## src/rtl/fetch_unit.sv

```systemverilog
// fetch_unit: instruction fetch stage feeding decode/IEU.
//  Owns the fetch PC, issues one word read at a time to instruction memory
//  (req/gnt/rvalid), buffers returned words with their PCs in a small FIFO
//  and presents the FIFO head downstream.
// Ports:
//  i_clk, i_rst         clock (rising edge), async active-high reset
//  pc_update_control    redirect request; pc_update_val is the target
//  stall_pc             downstream busy: hold head
//  ignore_curr_inst     squash: pop head without executing it
//  imem_req/addr/gnt    request channel (one outstanding at most)
//  imem_rvalid/rdata    in-order read return
//  pc/instr/instr_valid FIFO head (0 / NOP_INSTR / 0 when empty)
module fetch_unit #(
  parameter logic [31:0] RESET_PC  = 32'h0000_0000,
  parameter int          DEPTH     = 2,
  parameter logic [31:0] NOP_INSTR = 32'h0000_0013
) (
  input  logic        i_clk,
  input  logic        i_rst,
  input  logic        pc_update_control,
  input  logic [31:0] pc_update_val,
  input  logic        stall_pc,
  input  logic        ignore_curr_inst,
  output logic        imem_req,
  output logic [31:0] imem_addr,
  input  logic        imem_gnt,
  input  logic        imem_rvalid,
  input  logic [31:0] imem_rdata,
  output logic [31:0] pc,
  output logic [31:0] instr,
  output logic        instr_valid
);

  localparam int AW = (DEPTH > 1) ? $clog2(DEPTH) : 1;
  localparam int CW = AW + 1;

  typedef struct packed {
    logic [31:0] pc;
    logic [31:0] instr;
  } fetch_ent_t;

  logic [31:0]   fetch_pc;
  logic [31:0]   req_pc;      // address of the request currently in flight
  logic          outstanding;
  logic          drop_pending;
  fetch_ent_t    fifo_q [DEPTH];
  logic [AW-1:0] rd_ptr, wr_ptr;
  logic [CW-1:0] count;

  logic          head_vld, grant, push, pop, outstanding_after;
  logic [CW:0]   occ;
  logic          unused_addr_lsbs;

  assign unused_addr_lsbs = ^pc_update_val[1:0];

  assign head_vld          = (count != '0);
  assign grant             = imem_req & imem_gnt;
  assign push              = imem_rvalid & ~drop_pending & ~pc_update_control;
  assign pop               = head_vld & ~pc_update_control & (ignore_curr_inst | ~stall_pc);
  assign outstanding_after = outstanding & ~imem_rvalid;

  // Slots committed after this edge: current entries, this cycle's push and
  // pop, plus a request still in flight. A new request is only issued when its
  // return is guaranteed a slot, so the FIFO cannot overflow even when the
  // consumer stalls right as a word lands.
  assign occ = {1'b0, count} + {{CW{1'b0}}, push} + {{CW{1'b0}}, outstanding_after}
             - {{CW{1'b0}}, pop};

  assign imem_req  = ~i_rst & ~pc_update_control & (~outstanding | imem_rvalid)
                   & (occ < (CW+1)'(DEPTH));
  assign imem_addr = fetch_pc;

  always_ff @(posedge i_clk or posedge i_rst) begin
    if (i_rst) begin
      fetch_pc     <= RESET_PC;
      req_pc       <= '0;
      outstanding  <= 1'b0;
      drop_pending <= 1'b0;
      rd_ptr       <= '0;
      wr_ptr       <= '0;
      count        <= '0;
    end else begin
      if (imem_rvalid) outstanding <= 1'b0;
      if (grant) begin
        outstanding <= 1'b1;
        req_pc      <= fetch_pc;
        fetch_pc    <= fetch_pc + 32'd4;
      end
      if (pc_update_control) begin
        fetch_pc     <= {pc_update_val[31:2], 2'b00};
        rd_ptr       <= '0;
        wr_ptr       <= '0;
        count        <= '0;
        // in-flight word belongs to the old path; a coincident return is
        // simply not pushed
        drop_pending <= outstanding & ~imem_rvalid;
      end else begin
        if (imem_rvalid) drop_pending <= 1'b0;
        if (push) wr_ptr <= wr_ptr + 1'b1;
        if (pop)  rd_ptr <= rd_ptr + 1'b1;
        if (push & ~pop)      count <= count + 1'b1;
        else if (pop & ~push) count <= count - 1'b1;
      end
    end
  end

  // Entry storage needs no reset: outputs are masked by head_vld.
  for (genvar i = 0; i < DEPTH; i++) begin : g_ent
    always_ff @(posedge i_clk) begin
      if (push && wr_ptr == AW'(i)) fifo_q[i] <= '{pc: req_pc, instr: imem_rdata};
    end
  end

  assign pc          = head_vld ? fifo_q[rd_ptr].pc    : 32'h0;
  assign instr       = head_vld ? fifo_q[rd_ptr].instr : NOP_INSTR;
  assign instr_valid = head_vld & ~ignore_curr_inst;

  a_rvalid_outstanding: assert property (@(posedge i_clk) disable iff (i_rst)
    imem_rvalid |-> outstanding);

endmodule

```

## config.mk

```make
export PLATFORM = sky130hd
export DESIGN_NAME = fetch_unit
export DESIGN_NICKNAME = d
export VERILOG_FILES = /design/src/rtl/fetch_unit.sv
export SDC_FILE = /design/constraint.sdc
export NUM_CORES = 1
export LEC_CHECK = 0
export CAP_MARGIN = 20
export CORE_ASPECT_RATIO = 1.5
export CORE_MARGIN = 2
export CORE_UTILIZATION = 40
export DETAILED_ROUTE_END_ITERATION = 12
export GPL_TIMING_DRIVEN = 0
export PLACE_DENSITY_LB_ADDON = 0.2
export SLEW_MARGIN = 20
export SYNTH_ARGS = -nofsm -noshare
export SYNTH_HDL_FRONTEND = slang
export SYNTH_SLANG_ARGS = --single-unit
```

## constraint.sdc

```tcl
create_clock -name i_clk -period 4.15 [get_ports i_clk]
set_input_delay 0.6225 -clock i_clk [delete_from_list [all_inputs] [get_ports i_clk]]
set_output_delay 0.6225 -clock i_clk [all_outputs]
set_load 0.01 [all_outputs]
```

==> metrics.txt, run 1 <==
CORE AREA ~20000 um^2; final non-filler cell total about 1100; GPL Wtd Cong around 0.87; critical setup path kind primary input to output pin; Setup-failing EPs final 0; Top cell by count, worst path ha_1; fin worst setup slack between 0.1 and 0.15 ns; Sink Count 190; crit end category output pin; Layout fillers about 1700; r2r endpoint imem_addr[26]$_DFFE_PP0P_; peak supply drop roughly 0.27 mV; Hold Violations, Final 0; Nets roughly 920; instance area after placement 10040 um^2; drt drc 0; Clock power frac 0.294; reg-to-reg startpoint count[0]$_DFFE_PP0P_; Synth Cell Area roughly 8000 um^2; critical path startpoint category primary input; flops & latches, synth 190; H-tree levels 4; Synth Instances 650; Ant. Diodes 0; vias per inst about 5.1; final global-route overflow total 0; row cnt 63; area grow syn2layout 33.99%; ys async rst share 0.3474; Final Max Tran Viols 0; clock-pin slew on the worst setup and hold paths ~0.06 ns; Top Ports about 170; CTS tree yes; total wire length 19.28 mm; Starting Density 0.4050; die area ~21000 um^2; Final Cycle Share 0.9677; Synth Area per Inst roughly 12 um^2; Buffers on Ports 162; hold crit path type primary input to register; hold depth 2; sequential share of power 0.479; pin count of the biggest net entering global routing just under 60; Slowest-stage cell, CP or4_1; hold wc startpoint imem_rvalid; fin util 0.5427; multi-input logic area roughly 2500 um^2; DRT Pass-1 Iters 5; CP max FO 10; CTS root buf clkbuf_16; Max Cap Violations 0; antenna violations before repair 0; Hold Slack roughly 0.45 ns; crit path DAT ~3.4 ns; vias in the first global route just under 6000; Place WS -1.225 ns; Int Power 3.858 mW; placed cells roughly 1100; number of routed nets with antenna violations 0; Tmin final between 4 and 5 ns; Tot GR Track Use 0.1875; share of layout cells above drive strength 1 0.07620; Num CTS Buffers 17; Max Clock Skew 0.01716 ns; global-route wire length before repair between 30 and 40 mm; Critical Path, Cell by Cell dlygate4sd2_1, clkbuf_8, nand2b_1, ha_1, inv_1, ha_1, a21o_1, fa_2, xnor2_2, or4_1, nor2_2, buf_2; sw power 1.520 mW; Initial DRC Count 421; Yosys warning count 0; number of flops mapped to enable cells by yosys roughly 120; top_reg_cell synth edfxtp_1; combinational cell fraction of total power 0.227; Vias 5704; Seq. cell area ~5400 um^2; leak pwr 4.019 nW; beginning of the critical path pc_update_control; RSZ-0062 raised after global routing false; DIE WIDTH approximately 120 um; fmax 0.2490 GHz; clk_lat worst skew between 0.4 and 0.5 ns; CTS Hold Bufs 0; Worst-Margin Slew just over 0.9 ns; Design Area, Final 10690 um^2; Die Ht between 150 and 200 um; most common cell after layout, fill and taps aside clkdlybuf4s50_1; PwrDens 502.9 nW/um^2; worst reg-to-reg path cell count 13; WP data required 3.53 ns; Netlist cell types 45; R2R setup slack between 0.3 and 0.4 ns; dpl hpwl 13.77 mm; routed wire length per instance around 17 um; sequential-to-total area share from yosys stat 0.6735; slowest stage delay, CP 0.43 ns; sw frac 0.2827; clk buf depth 2; status completed; commonest non-fill, non-tap cells in the layout clkdlybuf4s50_1, edfxtp_1, nand2_1, nor2_1; Max transition margin 0.3859; hold endpoint drop_pending$_DFFE_PP0P_
## final cells by class
class                           count  share of cell area
Buffer                             38             0.01732
Timing Repair Buffer              169              0.1616
Tap cell                          260             0.03042
Inverter                           10            0.003744
Clock buffer                       24             0.04809
Clock inverter                      8            0.005850
Multi-Input combinational cell    414              0.2304
Sequential cell                   190              0.5026
## routing by layer
layer	GRT usage	part of all wire	vias to the layer above
li1	-	-	2701
met1	0.2238	0.40	2763
met2	0.3300	0.53	210
met3	0.03254	0.045	30
met4	0.08676	0.027	0
met5	0	0	-
## registers in the layout, indices dropped and copies added, names as in the netlist
signal	count
req_pc	30
count	2
drop_pending	1
imem_addr	30
wr_ptr	1
outstanding	1
rd_ptr	1
fifo_q	124
## metrics by stage
step	TNS, ns	power, mW
global placement	-222.92	3.775
finish	0	5.378
CTS	0	5.426
floorplan	0	3.196
detailed placement	-62.24	3.826
global route	0	5.659
## what timing repair did
action	CTS	global route
setup endpoints to repair	62	32
resized for setup	17	13
pin swaps	2	2
buffers inserted	2	1
## critical path, delay by kind of cell
kind / cells / cell delay (ns)
buf+inv: 4 / 0.77
simple gates: 3 / 0.74
fa+ha+maj: 3 / 0.88
compound gates: 1 / 0.19
xor+xnor: 1 / 0.17
## worst max-delay path by stage
stage / to / cells past startpoint
after global placement: fifo_q[0][57]$_DFFE_PP_ / 4
final: imem_req / 12
after floorplan: fifo_q[0][0]$_DFFE_PP_ / 3
after detailed placement: imem_addr[17]$_DFFE_PP0P_ / 15
after global routing: imem_req / 12
after CTS: imem_addr[17]$_DFFE_PP0P_ / 15
## synthesized netlist by cell type (8+ instances only)
| library cell | count | area [um^2] |
|---|---|---|
| dfrtp_1 | 66 | 1652 |
| inv_1 | 10 | 37.54 |
| nor3_1 | 8 | 40.04 |
| mux2i_1 | 66 | 660.6 |
| nor2b_1 | 8 | 50.05 |
| nand4_1 | 10 | 62.56 |
| o21ai_0 | 28 | 140.1 |
| clkbuf_1 | 20 | 75.07 |
| nand2_1 | 117 | 439.2 |
| buf_1 | 9 | 33.78 |
| nor2_1 | 78 | 292.8 |
| edfxtp_1 | 124 | 3724 |
| nand3_1 | 17 | 85.08 |
| a21oi_1 | 8 | 40.04 |
## power by group through the flow
stage               clock (mW)  combinational, mW  sequential, mW
finish                    1.58               1.22            2.58
global route              1.70               1.35            2.61
CTS                       1.62               1.24            2.57
detailed placement           0               1.22            2.60
global placement             0               1.19            2.59
floorplan                    0              0.637            2.56
## logic make-up after synthesis
| group | share of synthesized area |
|---|---|
| other | 0.0004698 |
| AO/OA/AOI/OAI | 0.05769 |
| AND/OR/NAND/NOR | 0.1430 |
| flip-flops | 0.6735 |
| XOR/XNOR | 0.006584 |
| adder cells (fa/ha/maj) | 0.008779 |
| buffers and inverters | 0.02587 |
| multiplexers | 0.08418 |
No activity file was read; power rests on OpenSTA's default activity.
==> inputs of run 2 (changes only) <==
clock period = 3.55 ns   (was 4.15 ns; I/O delays follow)
==> metrics.txt, run 2 (synthesized netlist as in run 1, its figures left out) <==
status completed; fmax roughly 0.28 GHz; CTS tree yes; area grow syn2layout 36.09%; crit path DAT 2.99 ns (-0.40 ns); Setup-failing EPs final 0 (unchanged); CORE AREA 19710 um^2 (unchanged); final non-filler cell total 1120 (+0.63%); Max transition margin 0.3903 (+0.004406); hold depth 2 (unchanged); leak pwr 4.082 nW (+1.6%); sequential share of power 0.476 (-0.003); met1 Usage GRT 0.2263 (+0.002468); crit end category output pin; drt drc 0 (unchanged); CP max FO 10 (unchanged); commonest non-fill, non-tap cells in the layout clkdlybuf4s50_1, edfxtp_1, nand2_1, nor2_1, mux2i_1; Int Power 4.446 mW (+15%); vias in the first global route 5992 (+2.2%); DIE WIDTH 119.3 um (unchanged); sw power 1.861 mW (+22%); clock-pin slew on the worst setup and hold paths 0.07 ns (about the same); antenna violations before repair 0 (unchanged); Final Cycle Share 0.9930; clk buf depth 2 (unchanged); Top Ports 169 (unchanged); global-route wire length before repair 31.06 mm (+1.8%); total power 6.307 mW (+17%); RSZ-0062 raised after global routing true; pin count of the biggest net entering global routing 58 (-1.7%); Max Cap Violations 0 (unchanged); number of routed nets with antenna violations 0 (unchanged); hold crit path type primary input to register; Max Clock Skew 0.01054 ns (-0.006612 ns); met2 GRT Util 0.3376 (+0.007663); placed cells 1079 (unchanged); largest reg by FF count fifo_q; combinational cell fraction of total power 0.241 (+0.014); Worst-Margin Slew 0.9076 ns (-0.006559 ns); vias per inst 5.107 (-0.35%); clk_lat worst skew 0.43 ns (about the same); max reg flops 124 (unchanged); Starting Density 0.4050 (unchanged); share of layout cells above drive strength 1 0.1035 (+0.02729); Initial DRC Count 300 (-29%); Ant. Diodes 0 (unchanged); critical setup path kind primary input to output pin; sw frac 0.2950 (+0.01232); Final Max Tran Viols 0 (unchanged); final global-route overflow total 0 (unchanged); GR Layer Usage met3 0.03673 (+0.004188); Sink Count 190 (unchanged); Num CTS Buffers 17 (unchanged); PwrDens 580.6 nW/um^2 (+15%); Nets 923 (+0.76%); WP data required 3.02 ns (-0.51 ns); critical path startpoint category primary input; Most Crowded Layer GR met2; Clock power frac 0.283 (-0.011); worst reg-to-reg path cell count 11 (-2); CTS root buf clkbuf_16; Vias 5720 (+0.28%); H-tree levels 4 (unchanged); routed wire length per instance 17.62 um (+1.7%); Tot GR Track Use 0.1910 (+0.003534); dpl hpwl 13.99 mm (+1.6%); Hold Violations, Final 0 (unchanged); row cnt 63 (unchanged); DRT Pass-1 Iters 5 (unchanged); Die Ht 177.0 um (unchanged); die area 21120 um^2 (unchanged); peak supply drop 0.2914 mV (+8.4%); total wire length 19.74 mm (+2.4%); Tmin final roughly 3.5 ns; GPL Wtd Cong 0.8737 (+0.58%); most common cell after layout, fill and taps aside clkdlybuf4s50_1; Buffers on Ports 162 (unchanged)
run 2: changes by cell type in the layout (fill, tap and decap cells not counted), moves of 3 or more:
cell / change
buf_4: +10
inv_4: -3
inv_8: +3
clkbuf_1: -4
buf_6: +4
buf_2: -3
run 2: worst paths after layout:
kind / slack [ns] / from / end
min reg2reg: 0.47 / req_pc[14]$_DFFE_PP0P_ / fifo_q[1][46]$_DFFE_PP_
min in group asynchronous: 0.50 / i_rst / wr_ptr$_DFFE_PP0P_
max reg2reg: 0.06 / outstanding$_DFFE_PP0P_ / imem_addr[24]$_DFFE_PP0P_
min: 0.45 / imem_rvalid / drop_pending$_DFFE_PP0P_
max in group asynchronous: 2.53 / i_rst / req_pc[26]$_DFFE_PP0P_
max: 0.02 / pc_update_control / imem_req
run 2: area by class of cell:
| class | count | area (um^2) |
|---|---|---|
| timing repair buffer | 177 | 1784 |
| buffer | 37 | 232.7 |
| sequential | 190 | 5378 |
| multi-input combinational | 414 | 2552 |
| clock buffer | 17 | 425.4 |
| inverter | 10 | 40.04 |
| clock inverter | 15 | 123.9 |
| tap | 260 | 325.3 |
| fill | 1737 | 8845 |
run 2: per-layer routing:
metal	up-vias	part of all wire
met4	0	0.028
met2	196	0.52
met5	-	0
met1	2780	0.41
met3	35	0.042
li1	2709	-
run 2: critical path: stages:
cell and delay (ns):
buf_2 0.24, clkbuf_16 0.22, nand2b_4 0.15, ha_4 0.20, inv_2 0.06, ha_4 0.19
a21o_1 0.18, fa_2 0.38, xnor2_4 0.15, or4_4 0.44, nor2_4 0.12, buf_6 0.11
run 2: power by group through the flow:
stage | registers [mW] | clock network [mW] | logic, mW
floorplan | 2.99 | 0 | 0.751
global placement | 3.02 | 0 | 1.39
detailed placement | 3.05 | 0 | 1.44
CTS | 3.00 | 1.83 | 1.51
global route | 3.05 | 1.92 | 1.66
finish | 3.00 | 1.78 | 1.52
run 2: through the flow:
stage          setup WS, ns  utilization  area (um^2)  setup TNS (ns)  hold WS, ns
6_report            0.02473       0.5512        10860               0       0.4452
2_1_floorplan      -0.02409            -         8018        -0.02409       0.4419
3_3_place_gp         -1.427       0.5057         9965         -190.65       0.4514
5_1_grt            -0.07890       0.5512        10860         -0.6100       0.4302
4_1_cts             -0.1914       0.5468        10780         -0.1914       0.4226
3_5_place_dp         -1.489       0.5106        10060          -78.37       0.4580
run 2: repair_timing:
action,4_1_cts,5_1_grt
setup endpoints to repair,64,54
resized for setup,43,19
pin swaps,8,17
hold buffers,0,0
buffers inserted,8,3
==> inputs of run 3 (changes only) <==
CORE_UTILIZATION = 46   (was 40)
==> metrics.txt, run 3 (synthesized netlist as in run 1, its figures left out) <==
routed wire length per instance 17.78 um (+0.88%); Final TNS setup 0 ns (unchanged); multi-input logic area 2555 um^2 (about the same); Num CTS Buffers 17 (unchanged); antenna violations before repair 0 (unchanged); total wire length 19.17 mm (-2.9%); clock-pin slew on the worst setup and hold paths 0.07 ns (about the same); global-route wire length before repair 29.93 mm (-3.6%); clk_lat worst skew 0.42 ns (about the same); Buf/Inv on CP 3 (-1); vias in the first global route 5890 (-1.7%); row cnt 59 (-6.3%); placed cells 1032 (-4.4%); Setup-failing EPs final 0 (unchanged); Final Max Tran Viols 0 (unchanged); Hold Violations, Final 0 (unchanged); hold crit path type primary input to register; Vias 5754 (+0.59%); area grow syn2layout 36.81%; critical setup path kind primary input to output pin; Max Cap Violations 0 (unchanged); fmax 0.2887 GHz (+1.8%); clk buf depth 2 (unchanged); RSZ-0062 raised after global routing true; DIE WIDTH 111.6 um (-6.5%); R2R setup slack 0.09 ns (+0.03 ns); Top cell by count, worst path ha_4; CORE AREA 17200 um^2 (-13%); Seq. cell area 5378 um^2 (unchanged); largest reg by FF count fifo_q; Max transition margin 0.3709 (-0.01937); Sink Count 190 (unchanged); GPL Wtd Cong 0.9106 (+4.2%); CTS Hold Bufs 0 (unchanged); crit end category output pin; CP max FO 2 (-8); Hold Slack 0.4531 ns (+0.007829 ns); vias per inst 5.338 (+4.5%); status completed; Top Ports 169 (unchanged); final global-route overflow total 0 (unchanged); Layout fillers 1380 (-21%); CTS tree yes; Tmin final 3.464 ns (-0.06096 ns); drt drc 0 (unchanged); CP top delay family simple AND/OR/NAND/NOR gates; Die Ht 165.3 um (-6.6%); max reg flops 124 (unchanged); H-tree levels 4 (unchanged); WP data required 3.02 ns (about the same); Ant. Diodes 0 (unchanged); Initial DRC Count 464 (+55%); Max Clock Skew 0.01344 ns (+0.002897 ns); peak supply drop 0.3195 mV (+9.7%); CTS root buf clkbuf_16; final non-filler cell total 1078 (-3.8%); slowest stage delay, CP 0.43 ns (about the same); Slowest-stage cell, CP or4_4; critical path startpoint category primary input; Buffers on Ports 162 (unchanged); Nets 928 (+0.54%); share of layout cells above drive strength 1 0.1075 (+0.004026); PwrDens 594.5 nW/um^2 (+2.4%); dpl hpwl 13.31 mm (-4.9%); Critical Path, Cell by Cell dlygate4sd2_1, nor2b_4, nor3_4, ha_4, inv_4, ha_4, a21o_1, fa_2, xnor2_4, or4_4, nor2_4, buf_6; pin count of the biggest net entering global routing 57 (-1.7%); DRT Pass-1 Iters 6 (+1); Final Cycle Share 0.9759 (-0.01717); number of routed nets with antenna violations 0 (unchanged); Tot GR Track Use 0.2086 (+0.01758); die area 18440 um^2 (-13%); leak pwr 4.143 nW (+1.5%); Starting Density 0.4640 (+0.05901); commonest non-fill, non-tap cells in the layout clkdlybuf4s50_1, edfxtp_1, nand2_1, nor2_1, mux2i_1; most common cell after layout, fill and taps aside clkdlybuf4s50_1; crit path DAT 2.93 ns (-0.06 ns); Worst-Margin Slew 0.9364 ns (+0.02884 ns)
run 3: timing repair:
item,in CTS,in global routing
pin swaps,10,10
endpoints found under the hold margin,0,0
buffers inserted,14,2
resized for setup,41,20
gates cloned,0,0
setup endpoints to repair,62,63
run 3: layout make-up:
| class | count | share of cell area |
|---|---|---|
| Multi-Input combinational cell | 414 | 0.2340 |
| Buffer | 37 | 0.02085 |
| Clock buffer | 24 | 0.04950 |
| Clock inverter | 8 | 0.007907 |
| Timing Repair Buffer | 182 | 0.1670 |
| Tap cell | 213 | 0.02441 |
| Inverter | 10 | 0.003896 |
| Sequential cell | 190 | 0.4925 |
run 3: where the power goes:
| group | total, mW | internal, mW | leakage [nW] | switching (mW) |
|---|---|---|---|---|
| Combinational | 1.52 | 0.763 | 1.86 | 0.759 |
| Clock | 1.97 | 1.16 | 0.311 | 0.814 |
| Sequential | 3.00 | 2.77 | 1.97 | 0.224 |
run 3: metal layers:
metal	global-route usage	vias to the layer above	part of all wire
met1	0.2474	2777	0.39
met4	0.07856	0	0.026
met2	0.3805	222	0.53
met3	0.03650	32	0.052
li1	-	2723	-
met5	0	-	0
run 3: stage by stage:
step                      worst slack (ns)  total power [mW]    util  area [um^2]
after global routing              -0.03655             6.795  0.6348        10920
after global placement              -1.498             4.401  0.5759         9906
final                              0.08569             6.491  0.6348        10920
after detailed placement            -1.523             4.468  0.5816        10000
after CTS                          -0.1059             6.514  0.6308        10850
after floorplan                   -0.02409             3.741       -         8018
run 3: final timing paths:
path                                           from                        end  depth (start not counted)
setup / recovery                   ignore_curr_inst                   imem_req                         12
max in group asynchronous                     i_rst     req_pc[23]$_DFFE_PP0P_                          3
min in group asynchronous                     i_rst      req_pc[2]$_DFFE_PP0P_                          2
setup reg to reg           drop_pending$_DFFE_PP0P_  imem_addr[10]$_DFFE_PP0P_                         11
hold / removal                          imem_rvalid   drop_pending$_DFFE_PP0P_                          2
hold reg to reg               req_pc[6]$_DFFE_PP0P_    fifo_q[0][38]$_DFFE_PP_                          0
run 3: worst register-to-register path, cell delays in order, from the launching register on:
cell	delay, ns
dfrtp_1	0.41
nor2b_4	0.16
nand2b_4	0.07
ha_4	0.27
inv_4	0.03
ha_4	0.25
a21o_1	0.13
fa_2	0.45
or4b_4	0.52
or3_4	0.36
or3_1	0.44
o311ai_2	0.27
